<file path="src/rtl/banco_registros_param_pkg.sv">
// Shared definitions for the parametrised register bank: fill FSM states and depth helper.
package banco_registros_param_pkg;

    typedef enum logic [1:0] {
        ST_IDLE = 2'd0,
        ST_FILL = 2'd1,
        ST_DONE = 2'd2
    } fill_state_e;

    localparam int DEFAULT_ADDR_W = 5;
    localparam int DEFAULT_DEPTH  = 2 ** DEFAULT_ADDR_W;

    function automatic int depth_of(input int addr_w);
        return 1 << addr_w;
    endfunction

endpackage

</file>
<file path="src/rtl/banco_fill_fsm.sv">
// Fill engine: sweeps a latched value into every entry, one per cycle, and flags writes lost meanwhile.
module banco_fill_fsm
    import banco_registros_param_pkg::*;
#(
    parameter int DATA_W   = 32,
    parameter int ADDR_W   = 5,
    parameter int ZERO_REG = 1
) (
    input  logic              clk,
    input  logic              rst,
    input  logic              fill_req,
    input  logic [DATA_W-1:0] fill_val,
    input  logic              enw,
    output fill_state_e       state,
    output logic [ADDR_W-1:0] fill_addr,
    output logic [DATA_W-1:0] fill_data,
    output logic              fill_we,
    output logic              busy,
    output logic              fill_done,
    output logic              wr_drop
);

    localparam int                DEPTH     = depth_of(ADDR_W);
    // One extra pointer bit keeps the terminal compare exact for any ADDR_W.
    localparam logic [ADDR_W:0]   LAST_PTR  = (ADDR_W + 1)'(DEPTH - 1);
    localparam logic [ADDR_W:0]   FIRST_PTR = (ZERO_REG != 0) ? (ADDR_W + 1)'(1) : '0;
    localparam logic [ADDR_W:0]   PTR_ONE   = (ADDR_W + 1)'(1);

    fill_state_e       state_q, state_d;
    logic [ADDR_W:0]   ptr_q, ptr_d;
    logic [DATA_W-1:0] latch_q, latch_d;
    logic              wr_drop_q, wr_drop_d;

    always_ff @(posedge clk or posedge rst) begin
        if (rst) begin
            state_q   <= ST_IDLE;
            ptr_q     <= '0;
            latch_q   <= '0;
            wr_drop_q <= 1'b0;
        end else begin
            state_q   <= state_d;
            ptr_q     <= ptr_d;
            latch_q   <= latch_d;
            wr_drop_q <= wr_drop_d;
        end
    end

    always_comb begin
        state_d   = state_q;
        ptr_d     = ptr_q;
        latch_d   = latch_q;
        wr_drop_d = 1'b0;
        case (state_q)
            ST_IDLE: begin
                if (fill_req) begin
                    state_d = ST_FILL;
                    ptr_d   = FIRST_PTR;
                    latch_d = fill_val;
                end
            end
            ST_FILL: begin
                wr_drop_d = enw;
                if (ptr_q == LAST_PTR) begin
                    state_d = ST_DONE;
                    ptr_d   = '0;
                end else begin
                    ptr_d = ptr_q + PTR_ONE;
                end
            end
            ST_DONE: state_d = ST_IDLE;
            default: state_d = ST_IDLE;
        endcase
    end

    assign state     = state_q;
    assign fill_addr = ptr_q[ADDR_W-1:0];
    assign fill_data = latch_q;
    assign fill_we   = (state_q == ST_FILL);
    assign busy      = (state_q == ST_FILL);
    assign fill_done = (state_q == ST_DONE);
    assign wr_drop   = wr_drop_q;

endmodule

</file>
<file path="src/rtl/banco_registros_param.sv">
// Parametrised register file: two combinational read ports, one clocked write port, fill engine.
module banco_registros_param
    import banco_registros_param_pkg::*;
#(
    parameter int DATA_W   = 32,
    parameter int ADDR_W   = 5,
    parameter int ZERO_REG = 1,
    parameter int BYPASS   = 1
) (
    input  logic              clk,
    input  logic              rst,
    input  logic [ADDR_W-1:0] ar1,
    input  logic [ADDR_W-1:0] ar2,
    output logic [DATA_W-1:0] dr1,
    output logic [DATA_W-1:0] dr2,
    input  logic [ADDR_W-1:0] aw,
    input  logic [DATA_W-1:0] dw,
    input  logic              enw,
    input  logic              fill_req,
    input  logic [DATA_W-1:0] fill_val,
    output logic              busy,
    output logic              fill_done,
    output logic              wr_drop
);

    localparam int DEPTH = depth_of(ADDR_W);

    logic [DATA_W-1:0] mem_q [DEPTH];
    logic [DATA_W-1:0] mem_d [DEPTH];

    fill_state_e       fill_state;
    logic [ADDR_W-1:0] fill_addr;
    logic [DATA_W-1:0] fill_data;
    logic              fill_we;
    logic              aw_is_zero_reg;
    logic              norm_we;
    logic              bypass_en;

    banco_fill_fsm #(
        .DATA_W  (DATA_W),
        .ADDR_W  (ADDR_W),
        .ZERO_REG(ZERO_REG)
    ) u_fill_fsm (
        .clk      (clk),
        .rst      (rst),
        .fill_req (fill_req),
        .fill_val (fill_val),
        .enw      (enw),
        .state    (fill_state),
        .fill_addr(fill_addr),
        .fill_data(fill_data),
        .fill_we  (fill_we),
        .busy     (busy),
        .fill_done(fill_done),
        .wr_drop  (wr_drop)
    );

    assign aw_is_zero_reg = (ZERO_REG != 0) && (aw == '0);
    // The port is locked out only while sweeping; DONE takes writes normally.
    assign norm_we        = enw && (fill_state != ST_FILL) && !aw_is_zero_reg;
    assign bypass_en      = (BYPASS != 0) && enw && (fill_state == ST_IDLE) && !aw_is_zero_reg;

    always_comb begin
        mem_d = mem_q;
        // On the acceptance edge the write lands first; the sweep overwrites it later.
        if (norm_we) begin
            mem_d[aw] = dw;
        end
        if (fill_we) begin
            mem_d[fill_addr] = fill_data;
        end
    end

    always_ff @(posedge clk or posedge rst) begin
        if (rst) begin
            mem_q <= '{default: '0};
        end else begin
            mem_q <= mem_d;
        end
    end

    always_comb begin
        dr1 = mem_q[ar1];
        if (bypass_en && (ar1 == aw)) begin
            dr1 = dw;
        end
        if ((ZERO_REG != 0) && (ar1 == '0)) begin
            dr1 = '0;
        end
    end

    always_comb begin
        dr2 = mem_q[ar2];
        if (bypass_en && (ar2 == aw)) begin
            dr2 = dw;
        end
        if ((ZERO_REG != 0) && (ar2 == '0)) begin
            dr2 = '0;
        end
    end

endmodule

</file>
<file path="config.mk">
export PLATFORM = sky130hd
export DESIGN_NAME = banco_registros_param
export DESIGN_NICKNAME = d
export VERILOG_FILES = /design/src/rtl/banco_registros_param_pkg.sv /design/src/rtl/banco_fill_fsm.sv /design/src/rtl/banco_registros_param.sv
export SDC_FILE = /design/constraint.sdc
export NUM_CORES = 2
export LEC_CHECK = 0
export ABC_AREA = 0
export CAP_MARGIN = 30
export CORE_MARGIN = 3
export CORE_UTILIZATION = 36
export DETAILED_ROUTE_END_ITERATION = 6
export MAX_ROUTING_LAYER = met4
export PLACE_DENSITY_LB_ADDON = 0.2
export RECOVER_POWER = 50
export REMOVE_ABC_BUFFERS = 1
export SYNTH_ARGS = -nofsm -noshare
export SYNTH_HDL_FRONTEND = slang
export SYNTH_SLANG_ARGS = --single-unit
</file>
<file path="constraint.sdc">
create_clock -name clk -period 74 [get_ports clk]
set_input_delay 11.1 -clock clk [delete_from_list [all_inputs] [get_ports clk]]
set_output_delay 11.1 -clock clk [all_outputs]
set_load 0.02 [all_outputs]
</file>
==> flow_metrics.env <==
export IMPL_path_common_cell="buf_4"
export IMPL_dpl_hpwl_mm=174.2
export IMPL_ant_nets=0
export IMPL_num_rows=158
export IMPL_wl_per_cell_um=33.72
export IMPL_root_buffer="clkbuf_16"
export IMPL_synth_warnings=0
export IMPL_cts_sink_count=1065
export IMPL_max_cap_violations=46
export IMPL_drt_iter0_markers=6487
export IMPL_hold_viol_final=0
export IMPL_max_slew_worst_pin_slew_ns=4.977
export IMPL_wirelength_mm=294.3
export IMPL_synthCells=6425
export IMPL_worstPathMaxFanout=68
export IMPL_cts_buffers_inserted=120
export IMPL_hold_path_class="flip-flop to flip-flop"
export IMPL_layout_drive_gt1_share_pct=16.81
export IMPL_htree_levels=3
export IMPL_grt_max_degree=152
export IMPL_vias=54240
export IMPL_rsz0062_at_grt="false"
export IMPL_violations="capacitance limit, slew limit"
export IMPL_setup_tns_ns=0
export IMPL_grt_pass1_wl_mm=415.6
export IMPL_place_congestion=0.8770
export IMPL_synthMostInstantiatedCell="mux2i_1"
export IMPL_slowest_delay_ns=0.77
export IMPL_die_area_um2=192100
export IMPL_ff2ff_setup_slack_ns=68.27
export IMPL_cp_top_family="buffers and inverters"
export IMPL_drt_pass1_iterations=6
export IMPL_p_leak_uw=0.03270
export IMPL_fin_crit_ns=27.39
export IMPL_ys_ff_latch=1065
export IMPL_hold_ws_ns=0.4989
export IMPL_mappedNetlistArea_um2=67270
export IMPL_cp_arrival_ns=16.29
export IMPL_synth_flop_cell="dfrtp_1"
export IMPL_fmax_mhz=36.51
export IMPL_ys_types=63
export IMPL_cts_setup_buffers=0
export IMPL_cts_tree="yes"
export IMPL_ioPinCount=150
export IMPL_min_period_over_period_pct=37.01
export IMPL_final_util_pct=40.38
export IMPL_avgViaCountPerCell=6.213
export IMPL_path_clk_slew_ns=0.06
export IMPL_endpoint_kind="output pin"
export IMPL_nFillCells=17630
export IMPL_synth_edf_count=0
export IMPL_fp_dieW_um=438.3
export IMPL_ys_seq_area_share_pct=39.62
export IMPL_io_buffers=149
export IMPL_syn_to_final_growth_pct=11.44
export IMPL_ys_async_sr_fraction_pct=100.0
export IMPL_power_density_nw_per_um2=17.58
export IMPL_postSynthAreaPerCell_um2=10.47
export IMPL_coreArea_um2=185600
export IMPL_grt_use_total_pct=30.93
export IMPL_synth_common_cells="mux2i_1 (1,235), dfrtp_1 (1,065), nand2_1 (784), o21ai_0 (709), clkbuf_1 (520)"
export IMPL_netlist_area_leader_share_pct=39.62
export IMPL_antenna_found_initial=6
export IMPL_nets=6249
export IMPL_cp_cell_sequence="buf_8 -> buf_4 -> buf_4 -> buf_4 -> mux4_2 -> mux4_2 -> and2b_1 -> a211o_1 -> clkdlybuf4s50_1"
export IMPL_clock_latency_ns=0.79
export IMPL_holdBufCountCts=0
export IMPL_clock_path_buffers=3
export IMPL_yosys_area_top_type="dfrtp_1"
export IMPL_status="complete, but fails checks"
export IMPL_path_buf_inv=5
export IMPL_synthTopCellsByArea="dfrtp_1 (40%), mux2i_1 (18%), mux4_2 (13%)"
export IMPL_crit_required_ns=62.90
export IMPL_fin_worst_skew_ns=0.04018
export IMPL_slew_violations=1106
export IMPL_setup_viol=0
export IMPL_die_h_um=438.3
export IMPL_cp_start_kind="primary input"
export IMPL_cts_resized_gates=0
export IMPL_grt_pass1_vias=52700
export IMPL_gr_total_overflow=0
export IMPL_ir_drop_v=0.00002009
export IMPL_slowest_stage="buf_4"
export IMPL_drcViolationCount=0
export IMPL_initial_core_util_pct=36.24
export IMPL_worst_setup_path_type="primary input to output pin"
export IMPL_slew_headroom_pct=-233.6
## metrics by stage
| step | total power (uW) | worst slack (ns) | instances | instance area, um2 |
|---|---|---|---|---|
| after global routing | 1352 | 46.38 | 8727 | 74960 |
| after global placement | 710.7 | 46.50 | 8460 | 70190 |
| final | 1318 | 46.61 | 8729 | 74960 |
| after CTS | 1324 | 46.62 | 8723 | 75380 |
| after floorplan | 640.0 | 32.92 | 5631 | 63530 |
| after detailed placement | 711.4 | 46.62 | 8516 | 71470 |
## placed cells by master (no fill, tap or decap), drive strengths merged, types with 18 or more instances in the layout
master / Yosys / layout
mux2i: 1235 / 1235
dfrtp: 1065 / 1065
nand2: 784 / 784
o21ai: 731 / 731
mux4: 377 / 377
nor2: 374 / 374
a21oi: 368 / 368
buf: 273 / 233
clkbuf: 521 / 219
mux2: 196 / 196
clkdlybuf4s50: 0 / 130
a221oi: 64 / 64
nand4: 34 / 34
o221ai: 32 / 32
a221o: 32 / 32
nand3: 30 / 30
a222oi: 28 / 28
a211oi: 26 / 26
nor2b: 23 / 23
o211ai: 21 / 21
nor3: 21 / 21
nor3b: 18 / 18
## layer usage
layer | GRT usage, % | part of all wire, % | up-vias
li1 | - | - | 22920
met1 | 38.80 | 39 | 27520
met2 | 47.32 | 46 | 3010
met3 | 5.986 | 8.6 | 796
met4 | 16.40 | 6.4 | 0
met5 | - | 0 | -
## worst paths after layout
check / start / to / cells after the start
worst max-delay path: ar2[0] / dr2[7] / 9
worst min-delay path: u_fill_fsm.ptr_q[5] / u_fill_fsm.state[1] / 1
worst max register to register: u_fill_fsm.state[1] / mem_q[258] / 8
worst min register to register: u_fill_fsm.ptr_q[5] / u_fill_fsm.state[1] / 1
max in group asynchronous: rst / mem_q[523] / 8
min in group asynchronous: rst / u_fill_fsm.ptr_q[0] / 2
## sequential cells by signal (all words and copies together) (netlist names)
name,cells
u_fill_fsm.ptr_q,6
mem_q,1024
u_fill_fsm.state,2
u_fill_fsm.fill_data,32
u_fill_fsm.wr_drop,1
## logic make-up after synthesis
group	after synthesis	share of synthesized area (%)
and+or+nand+nor	1359	8.519
muxes	1808	34.28
xor gates and xnor gates	10	0.1302
AOI/OAI and AO/OA	1376	11.78
buffers and inverters	803	5.597
adders and majority gates	4	0.07441
DFF	1065	39.62
## report_power, final
group / leakage, uW / switching [uW] / internal (uW)
Clock: 0.00192 / 267 / 349
Sequential: 0.0149 / 0.00535 / 583
Combinational: 0.0159 / 82.4 / 36.6
Total: 0.0327 / 349 / 969
## layout make-up
type,instances,area [um2],area share (%)
Timing Repair Buffer,409,4124,5.502
Clock inverter,25,312.8,0.4173
Inverter,9,35.03,0.04674
Multi-Input combinational cell,4557,37130,49.53
Sequential cell,1065,26650,35.55
Tap cell,2480,3103,4.139
Antenna cell,2,5.005,0.006677
Clock buffer,182,3600,4.802
(Power assumes the default switching activity.)
